### config.mk
export PLATFORM = sky130hd
export DESIGN_NAME = regfile_arbiter
export DESIGN_NICKNAME = d
export VERILOG_FILES = /design/src/rtl/regfile_pkg.sv /design/src/rtl/rr_arbiter.sv /design/src/rtl/regfile_arbiter.sv
export SDC_FILE = /design/constraint.sdc
export NUM_CORES = 1
export LEC_CHECK = 0
export CAP_MARGIN = 40
export CORE_AREA = 2 2 100 78
export CTS_BUF_LIST = sky130_fd_sc_hd__clkbuf_8
export CTS_CLUSTER_DIAMETER = 120
export DETAILED_ROUTE_END_ITERATION = 7
export DIE_AREA = 0 0 102 80
export GPL_TIMING_DRIVEN = 1
export MAX_ROUTING_LAYER = met4
export PLACE_DENSITY = 0.86
export SKIP_LAST_GASP = 1
export SYNTH_ARGS = -nofsm -noshare
export SYNTH_HDL_FRONTEND = slang
export SYNTH_SLANG_ARGS = --single-unit
### constraint.sdc
create_clock -name clk -period 4.3 [get_ports clk]
set_input_delay 0.86 -clock clk [delete_from_list [all_inputs] [get_ports clk]]
set_output_delay 0.86 -clock clk [all_outputs]
set_load 0.005 [all_outputs]
### src/rtl/regfile_pkg.sv
// regfile_pkg: shared defaults and clear-FSM encoding for regfile_arbiter.
// Imported by rr_arbiter and regfile_arbiter.
package regfile_pkg;

   localparam int RF_NREQ     = 4;
   localparam int RF_WIDTH    = 16;
   localparam int RF_DEPTH    = 32;
   localparam int RF_ADDWIDTH = 5;

   localparam logic [0:0] ST_IDLE  = 1'b0;
   localparam logic [0:0] ST_CLEAR = 1'b1;

endpackage

### src/rtl/rr_arbiter.sv
// rr_arbiter: rotating-priority grant with a registered pointer.
// Ports: clk, reset (async low), req, freeze (blocks grants, holds ptr), gnt.
module rr_arbiter
   import regfile_pkg::*;
#(
   parameter int N = RF_NREQ
) (
   input  logic         clk,
   input  logic         reset,
   input  logic [N-1:0] req,
   input  logic         freeze,
   output logic [N-1:0] gnt
);

   localparam int PW = (N > 1) ? $clog2(N) : 1;

   logic [PW-1:0] ptr;
   logic [PW-1:0] ptr_nxt;
   logic [PW-1:0] sel;
   logic          hit;
   int            idx;

   // Scan from ptr upward with wrap; first asserted request wins.
   always_comb begin
      gnt     = '0;
      ptr_nxt = ptr;
      hit     = 1'b0;
      idx     = 0;
      sel     = '0;
      for (int k = 0; k < N; k++) begin
         idx = int'(ptr) + k;
         if (idx >= N) idx = idx - N;
         sel = PW'(idx);
         if (!hit && !freeze && req[sel]) begin
            hit      = 1'b1;
            gnt[sel] = 1'b1;
            ptr_nxt  = (idx == N - 1) ? '0 : PW'(idx + 1);
         end
      end
   end

   always_ff @(posedge clk or negedge reset) begin
      if (!reset) ptr <= '0;
      else        ptr <= ptr_nxt;
   end

endmodule

### src/rtl/regfile_arbiter.sv
// regfile_arbiter: round-robin sharing of one regfile read/write port pair,
// read response routing, and a hardware clear sequence.
// Ports: rd_* / wr_* requester side, clr_* clear control, rf_* regfile side.
module regfile_arbiter
   import regfile_pkg::*;
#(
   parameter int NREQ     = RF_NREQ,
   parameter int WIDTH    = RF_WIDTH,
   parameter int DEPTH    = RF_DEPTH,
   parameter int ADDWIDTH = RF_ADDWIDTH
) (
   input  logic                     clk,
   input  logic                     reset,
   input  logic [NREQ-1:0]          rd_req,
   input  logic [NREQ*ADDWIDTH-1:0] rd_addr,
   output logic [NREQ-1:0]          rd_gnt,
   output logic [NREQ-1:0]          rd_rsp_valid,
   output logic [WIDTH-1:0]         rd_rsp_data,
   input  logic [NREQ-1:0]          wr_req,
   input  logic [NREQ*ADDWIDTH-1:0] wr_addr,
   input  logic [NREQ*WIDTH-1:0]    wr_data,
   output logic [NREQ-1:0]          wr_gnt,
   input  logic                     clr_start,
   output logic                     clr_busy,
   output logic                     clr_done,
   output logic                     rf_writeEnable,
   output logic                     rf_readEnable,
   output logic [ADDWIDTH-1:0]      rf_dest,
   output logic [ADDWIDTH-1:0]      rf_source,
   output logic [WIDTH-1:0]         rf_dataIn,
   input  logic [WIDTH-1:0]         rf_dataOut
);

   localparam logic [ADDWIDTH-1:0] LAST = ADDWIDTH'(DEPTH - 1);

   logic [0:0]          state;
   logic [ADDWIDTH-1:0] clr_cnt;
   logic [ADDWIDTH-1:0] rd_sel;
   logic [ADDWIDTH-1:0] wr_sel;
   logic [WIDTH-1:0]    wr_dsel;

   assign clr_busy = (state == ST_CLEAR);

   rr_arbiter #(.N(NREQ)) u_rd_arb (
      .clk    (clk),
      .reset  (reset),
      .req    (rd_req),
      .freeze (1'b0),
      .gnt    (rd_gnt)
   );

   // Clearing owns the write port, so write grants stall.
   rr_arbiter #(.N(NREQ)) u_wr_arb (
      .clk    (clk),
      .reset  (reset),
      .req    (wr_req),
      .freeze (clr_busy),
      .gnt    (wr_gnt)
   );

   // Grants are one-hot, so OR-ing the selected slots is a clean mux.
   always_comb begin
      rd_sel  = '0;
      wr_sel  = '0;
      wr_dsel = '0;
      for (int i = 0; i < NREQ; i++) begin
         if (rd_gnt[i]) rd_sel = rd_sel | rd_addr[i*ADDWIDTH +: ADDWIDTH];
         if (wr_gnt[i]) begin
            wr_sel  = wr_sel  | wr_addr[i*ADDWIDTH +: ADDWIDTH];
            wr_dsel = wr_dsel | wr_data[i*WIDTH +: WIDTH];
         end
      end
   end

   assign rf_readEnable  = |rd_gnt;
   assign rf_source      = rd_sel;
   assign rf_writeEnable = clr_busy | (|wr_gnt);
   assign rf_dest        = clr_busy ? clr_cnt : wr_sel;
   assign rf_dataIn      = clr_busy ? '0 : wr_dsel;
   assign rd_rsp_data    = rf_dataOut;

   always_ff @(posedge clk or negedge reset) begin
      if (!reset) begin
         state        <= ST_IDLE;
         clr_cnt      <= '0;
         clr_done     <= 1'b0;
         rd_rsp_valid <= '0;
      end else begin
         rd_rsp_valid <= rd_gnt;
         clr_done     <= 1'b0;
         case (state)
            ST_IDLE: begin
               if (clr_start) begin
                  state   <= ST_CLEAR;
                  clr_cnt <= '0;
               end
            end
            ST_CLEAR: begin
               if (clr_cnt == LAST) begin
                  state    <= ST_IDLE;
                  clr_done <= 1'b1;
               end else begin
                  clr_cnt <= clr_cnt + ADDWIDTH'(1);
               end
            end
            default: state <= ST_IDLE;
         endcase
      end
   end

endmodule
## Word level (Yosys, flattened, before mapping)

Cells that the tools add are included.

| word-level totals | value |
|---|---|
| bits in registers | 15 |
| bits of input ports | 131 |
| output and inout port bits | 58 |
| logic and storage cells | 203 |

| operators by class | value |
|---|---|
| mux-type cells | 92 |
| reductions and logical operators | 30 |
| bitwise operators | 17 |
| eq/ne operators | 11 |
| magnitude comparators | 24 |
| add/sub/neg operators | 23 |

Operator list:

| operator | count |
|---|---|
| $eq 32x3->1 const B | 8 |
| $mux 32 | 8 |
| $ge 32x4->1 const B | 6 |
| $sub 32x4->32 const B | 6 |
| $mux 16 | 5 |
| $mux 5 | 11 |
| $or 16x16->16 | 3 |
| $mux 2 | 16 |
| $mux 4 | 8 |
| $or 5x5->5 | 6 |
| $mux 1 | 26 |
| $lt 2x3->1 const B | 8 |
| $or 4x4->4 | 6 |
| $logic_and 1x1->1 | 18 |
| $add 2x2->2 const B | 8 |
| $bmux 1 s2 | 8 |
| $demux 1 s2 | 8 |
| $ge 2x1->1 const B | 8 |
| $add 2x2->3 const B | 4 |
| $pmux 5 s2 | 1 |
| $reduce_bool 4->1 | 2 |
| $reduce_or 4->1 | 2 |
| $sub 2x3->4 const B | 2 |
| $logic_not 1->1 | 7 |
| other kinds (9) | 12 |

## Longest topological paths before layout

| depth | value |
|---|---|
| depth after elaboration | 26 |
| gate-level depth with buffers | 12 |
| depth with buffers taken out | 8 |

## Cells and area by module

Synthesis repeated with hierarchy kept, for this count alone.

| second synthesis, totals | value |
|---|---|
| cell total of the unflattened synthesis | 274 |
| area, all modules | 2301.0 µm² |

By module, submodules not included:

| module | cells an instance | instances | seq. area each (µm²) | area an instance (µm²) |
|---|---|---|---|---|
| regfile_arbiter | 150 | 1 | 275.3 | 1177.4 |
| rr_arbiter (u_wr_arb) | 64 | 1 | 50.0 | 579.3 |
| rr_arbiter (u_rd_arb) | 60 | 1 | 50.0 | 544.3 |

## Least setup slack after synthesis

OpenSTA, ideal clock, no wires.

| path | value |
|---|---|
| path kind | reg-to-output |
| start | register u_wr_arb.ptr[0] |
| end | output port rf_dataIn[10] |
| arrival time | 2.851 ns |
| buffers on the path | 4 |
| required time | 3.440 ns |
| slack | 0.589 ns |
| stages on the path, launching flop included | 13 |
| cell sequence | dfrtp_1 > buf_2 > inv_1 > ha_1 > mux4_2 > buf_2 > nand2_1 > o21ai_0 > a22o_1 > buf_2 > buf_4 > a22oi_1 > nand2_1 |

| between the ends | value |
|---|---|
| elaborated cells on any way between the ends | 71 |
| classes of those cells | 7 x add/sub; 12 x order compare; 32 x mux; 6 x bitwise; 14 x reduce/logical |

RTL lines:

| element | RTL line | RTL |
|---|---|---|
| start: declaration | rr_arbiter.sv:17 | `logic [PW-1:0] ptr;` |
| start signal: assignment | rr_arbiter.sv:44 | `else ptr <= ptr_nxt;` |
| branches (longest 17 deep; another with $sub 32x4->32) | -- |  |
| $mux 4 (*) | rr_arbiter.sv:34 | `if (!hit && !freeze && req[sel]) begin` |
| via wr_gnt[2] | regfile_arbiter.sv:22 | `output logic [NREQ-1:0] wr_gnt,` |
| $mux 16 (*) | regfile_arbiter.sv:68 | `if (wr_gnt[i]) begin` |
| $or 16x16->16 | regfile_arbiter.sv:70 | `wr_dsel = wr_dsel \| wr_data[i*WIDTH +: WIDTH];` |
| $mux 16 (*) | regfile_arbiter.sv:68 |  |
| $mux 16 (*) | regfile_arbiter.sv:79 | `assign rf_dataIn = clr_busy ? '0 : wr_dsel;` |
| end: declaration | regfile_arbiter.sv:30 | `output logic [WIDTH-1:0] rf_dataIn,` |

Mark *: on every way through the listed nets, which the timed path passes. The select of a mux whose other input is x is not followed.

## Worst setup path in the final report

| path | value |
|---|---|
| start | input port wr_req[0] |
| end | output port rf_dataIn[14] |

| between the ends | value |
|---|---|
| cells in the longest elaborated chain, start to end | 24 |
| elaborated cells on any way between the ends | 36 |
| classes of those cells | 20 x mux; 6 x bitwise; 10 x reduce/logical |

RTL lines:

| element | RTL line | RTL |
|---|---|---|
| start: declaration | regfile_arbiter.sv:19 | `input logic [NREQ-1:0] wr_req,` |
| $bmux 1 s2 | rr_arbiter.sv:34 |  |
| $mux 1 (implied by the code) | rr_arbiter.sv:34 |  |
| $logic_and 1x1->1 | rr_arbiter.sv:34 |  |
| $mux 1 | rr_arbiter.sv:34 |  |
| $logic_not 1->1 | rr_arbiter.sv:34 |  |
| $logic_and 1x1->1 (2 in a row) | rr_arbiter.sv:34 |  |
| $mux 1 | rr_arbiter.sv:34 |  |
| $logic_not 1->1 | rr_arbiter.sv:34 |  |
| (+7 left out) | -- |  |
| $mux 16 | regfile_arbiter.sv:68 |  |
| $or 16x16->16 | regfile_arbiter.sv:70 |  |
| $mux 16 | regfile_arbiter.sv:68 |  |
| $or 16x16->16 | regfile_arbiter.sv:70 |  |
| $mux 16 | regfile_arbiter.sv:68 |  |
| $or 16x16->16 | regfile_arbiter.sv:70 |  |
| $mux 16 (*) | regfile_arbiter.sv:68 |  |
| $mux 16 (*) | regfile_arbiter.sv:79 |  |

Mark *: on every way between the ends. The rest lies on a longest branch, timed or not. The select of a mux whose other input is x is not followed.

==> run_results.csv <==
group,metric,value,unit
synth,synth_nets,443,
synth,synth_edf_count,0,
place,place_ws,-0.145,ns
sta,drv_slew,0,
synth,synthXorXnorAreaFrac,1.49,%
drt,drt_iter0_markers,227,
cts,cts_made_buffers,3,
die,rows,27,
drt,vias_per_cell,5.46,
drt,drtAntennaViolNets,0,
synth,synth_ff_type,"dfrtp_1",
worst_setup_path,arrival,3.32,ns
sta,fin_skew,0.00312,ns
hold_path,whs_path_depth,1,
layout,final_layout_size_suffix_gt1_share,13.8,%
synth,ys_types,52,
worst_setup_path,crit_required,3.44,ns
place,place.gp.congestion,0.926,
cts,clk_latency,0.25,ns
worst_setup_path,slowest_delay,0.52,ns
worst_setup_path,reg2reg_to,"u_wr_arb.ptr[1]",
synth,synth-simple-area-share,19.0,%
die,start_util,32.9,%
global_route,grt_max_degree,18,
global_route,globalRouteTotalUtil,23.3,%
place,io_buffers,156,
sta,setup_slack,0.124,ns
sta,setup_viol,0,
die,die_area,8160,um^2
hold_path,whs_endpoint,"clr_cnt[4]",
worst_setup_path,cp_cell_sequence,"dlygate4sd2_1 -> buf_4 -> mux4_2 -> nand2_1 -> o21a_1 -> o221ai_4 -> buf_4 -> buf_12 -> a22oi_1 -> nand2_1 -> clkdlybuf4s50_1",
worst_setup_path,path_delay_family,"buffers and inverters",
worst_setup_path,r2r-start,"u_wr_arb.ptr[0]",
global_route,antenna_found_initial,0,
cts,cts_sinks,15,
worst_setup_path,cp_slowest_cell,"mux4_2",
synth,synthMuxAreaShare,9.03,%
sta,final.min_clock_period,4.18,ns
sta,tightest_slew,0.747,ns
cts,h-tree-depth,1,
worst_setup_path,end_kind,"output pin",
drt,drt_pass1_iterations,5,
die,die_w,102,um
hold_path,hold_path_class,"reg2reg",
synth,async_reset_ff_share,100,%
global_route,grt_pass1_wl,14.8,mm
pwr,power_density,556,nW/um^2
pwr,total_power,2.35,mW
layout,nNetsFinal,610,
cts,clkTransAtPathRegs,0.06,ns
pwr,irDropWorstVdd,451,uV
cts,cts_buffer_depth,2,
drt,drc,0,
cts,cts-root-buf,"clkbuf_8",
layout,final_area,4230,um^2
run,maxCapViolCount,0,
cts,cts_hold_buf,0,
synth,yosysSeqAreaShare,15.9,%
synth,synth-seq-cells,15,
die,ioPinCount,189,
worst_setup_path,critPathBufInv,5,
die,dieHeight,80,um
cts,cts_tree,"built",
global_route,grt_pass1_vias,3117,
sta,fin_crit_sh,97.1,%
global_route,grt_overflow,0,
layout,area_delta_synth_final,79.8,%
drt,wl_per_cell,17.0,um
pwr,p_leak,1.81,nW
worst_setup_path,timing.reg2reg.setup_slack,1.62,ns
synth,synth_compound_area_share,35.2,%
synth,synth_top_family_by_area,"compound AO/OA/AOI/OAI gates",
worst_setup_path,path_class,"in2out",
synth,syn_inst,298,
layout,nFillCells,640,
hold_path,hp-start,"clr_cnt[4]",
worst_setup_path,crit_cells,11,
place,placed_area,4170,um^2
worst_setup_path,cp_max_fo,11,
worst_setup_path,startpoint_type,"input port",
layout,diodes,0,
die,core_area,7160,um^2
drt,wirelength,9.63,mm
sta,fmax,0.239,GHz
place,dp_hpwl,7.88,mm
synth,synth.avg_cell_area,7.90,um^2
synth,synth_area,2350,um^2
synth,ys_warn_count,0,
outcome,outcome,"complete, no violations",
worst_setup_path,reg2regPathDepth,10,
sta,hold_violations,0,
synth,synthAdderAreaFrac,7.44,%
sta,slew_headroom,50.0,%
drt,num_vias,3086,
==> worst max path at each step <==
stage	start	to	slack [ns]
2_1_floorplan	u_wr_arb.ptr[0]	rf_dataIn[10]	0.59
3_3_place_gp	wr_req[2]	rf_dest[1]	-0.11
3_5_place_dp	wr_req[2]	rf_dest[1]	-0.14
4_1_cts	rd_req[0]	rf_source[3]	0.06
5_1_grt	wr_req[0]	rf_dataIn[14]	-0.005
6_report	wr_req[0]	rf_dataIn[14]	0.12
==> repair_timing <==
action	in CTS	in global routing
setup endpoints to repair	28	9
pin swaps	3	3
cloned	0	0
gates resized for setup	15	7
setup buffers	0	1
==> worst reg2reg max path, stage by stage, from the launching register on <==
cell and delay, ns:
dfrtp_1 0.34, inv_1 0.13, ha_1 0.44, mux4_2 0.60, buf_4 0.17, buf_4 0.14
o211ai_1 0.16, o31a_1 0.16, o41ai_1 0.08, xnor2_1 0.13, o31ai_1 0.25
==> logic make-up after synthesis <==
kind of cell	after synthesis
AOI/OAI and AO/OA	106
xor gates and xnor gates	4
buffers and inverters	51
DFF	15
and+or+nand+nor	96
adders and majority gates	14
muxes	12
==> metrics by stage <==
| stage | std cells | util [%] | hold slack (ns) | TNS [ns] |
|---|---|---|---|---|
| floorplan | 298 | - | 0.506 | 0 |
| global placement | 560 | 58.3 | 0.564 | -1.27 |
| detailed placement | 560 | 58.3 | 0.568 | -2.75 |
| CTS | 564 | 58.9 | 0.583 | 0 |
| global route | 565 | 59.1 | 0.603 | -0.00503 |
| finish | 565 | 59.1 | 0.580 | 0 |
==> state kept, by name, summed over array words and instances (netlist names) <==
name and flops:
u_rd_arb.ptr 2, clr_cnt 5, clr_done 1, u_wr_arb.ptr 2, clr_busy 1, rd_rsp_valid 4
==> routing by layer <==
metal  part of all wire, %  vias to the layer above  global-route usage, %
met4                   2.3                        0                   7.20
met1                    41                     1444                   27.0
met5                     0                        -                      -
li1                      -                     1456                      -
met2                    50                      156                   40.8
met3                   7.1                       30                   4.47
==> layout make-up <==
class	instances	area, um^2	share of cell area, %
tap	101	126	2.99
multi-input combinational	232	1740	41.1
sequential	15	375	8.87
clock buffer	3	41.3	0.975
inverter	13	48.8	1.15
clock inverter	1	3.75	0.0887
timing repair buffer	200	1900	44.9
==> synthesized netlist by cell type, types with 5 or more instances <==
| cell | number | area, um^2 |
|---|---|---|
| a22o_1 | 9 | 78.8 |
| nand2_1 | 48 | 180 |
| inv_1 | 12 | 45.0 |
| buf_2 | 13 | 65.1 |
| a21oi_1 | 9 | 45.0 |
| nor2b_1 | 9 | 56.3 |
| dfrtp_1 | 15 | 375 |
| ha_1 | 14 | 175 |
| o31ai_1 | 7 | 52.6 |
| nor2_1 | 19 | 71.3 |
| a22oi_1 | 38 | 285 |
| a221oi_1 | 5 | 43.8 |
| mux4_2 | 6 | 135 |
| a222oi_1 | 6 | 60.1 |
| clkbuf_1 | 6 | 22.5 |
| buf_4 | 17 | 128 |
==> cells in the final DEF, fill, tap and decap left out, drive strengths merged, types with 6 or more instances in the layout <==
cell             n
ha              14
inv             13
dfrtp           15
nor2b           10
dlygate4sd2     10
a22oi           38
mux4             7
nand2           48
a21oi            9
o31ai            7
nor2            19
a22o             9
a222oi           6
buf             44
clkdlybuf4s50  142
==> power by group <==
group	internal (mW)	total, mW	switching [mW]
Combinational	1.06	1.98	0.919
Sequential	0.206	0.257	0.0507
Clock	0.0632	0.115	0.0520
Total	1.33	2.35	1.02
(Power assumes the default switching activity.)
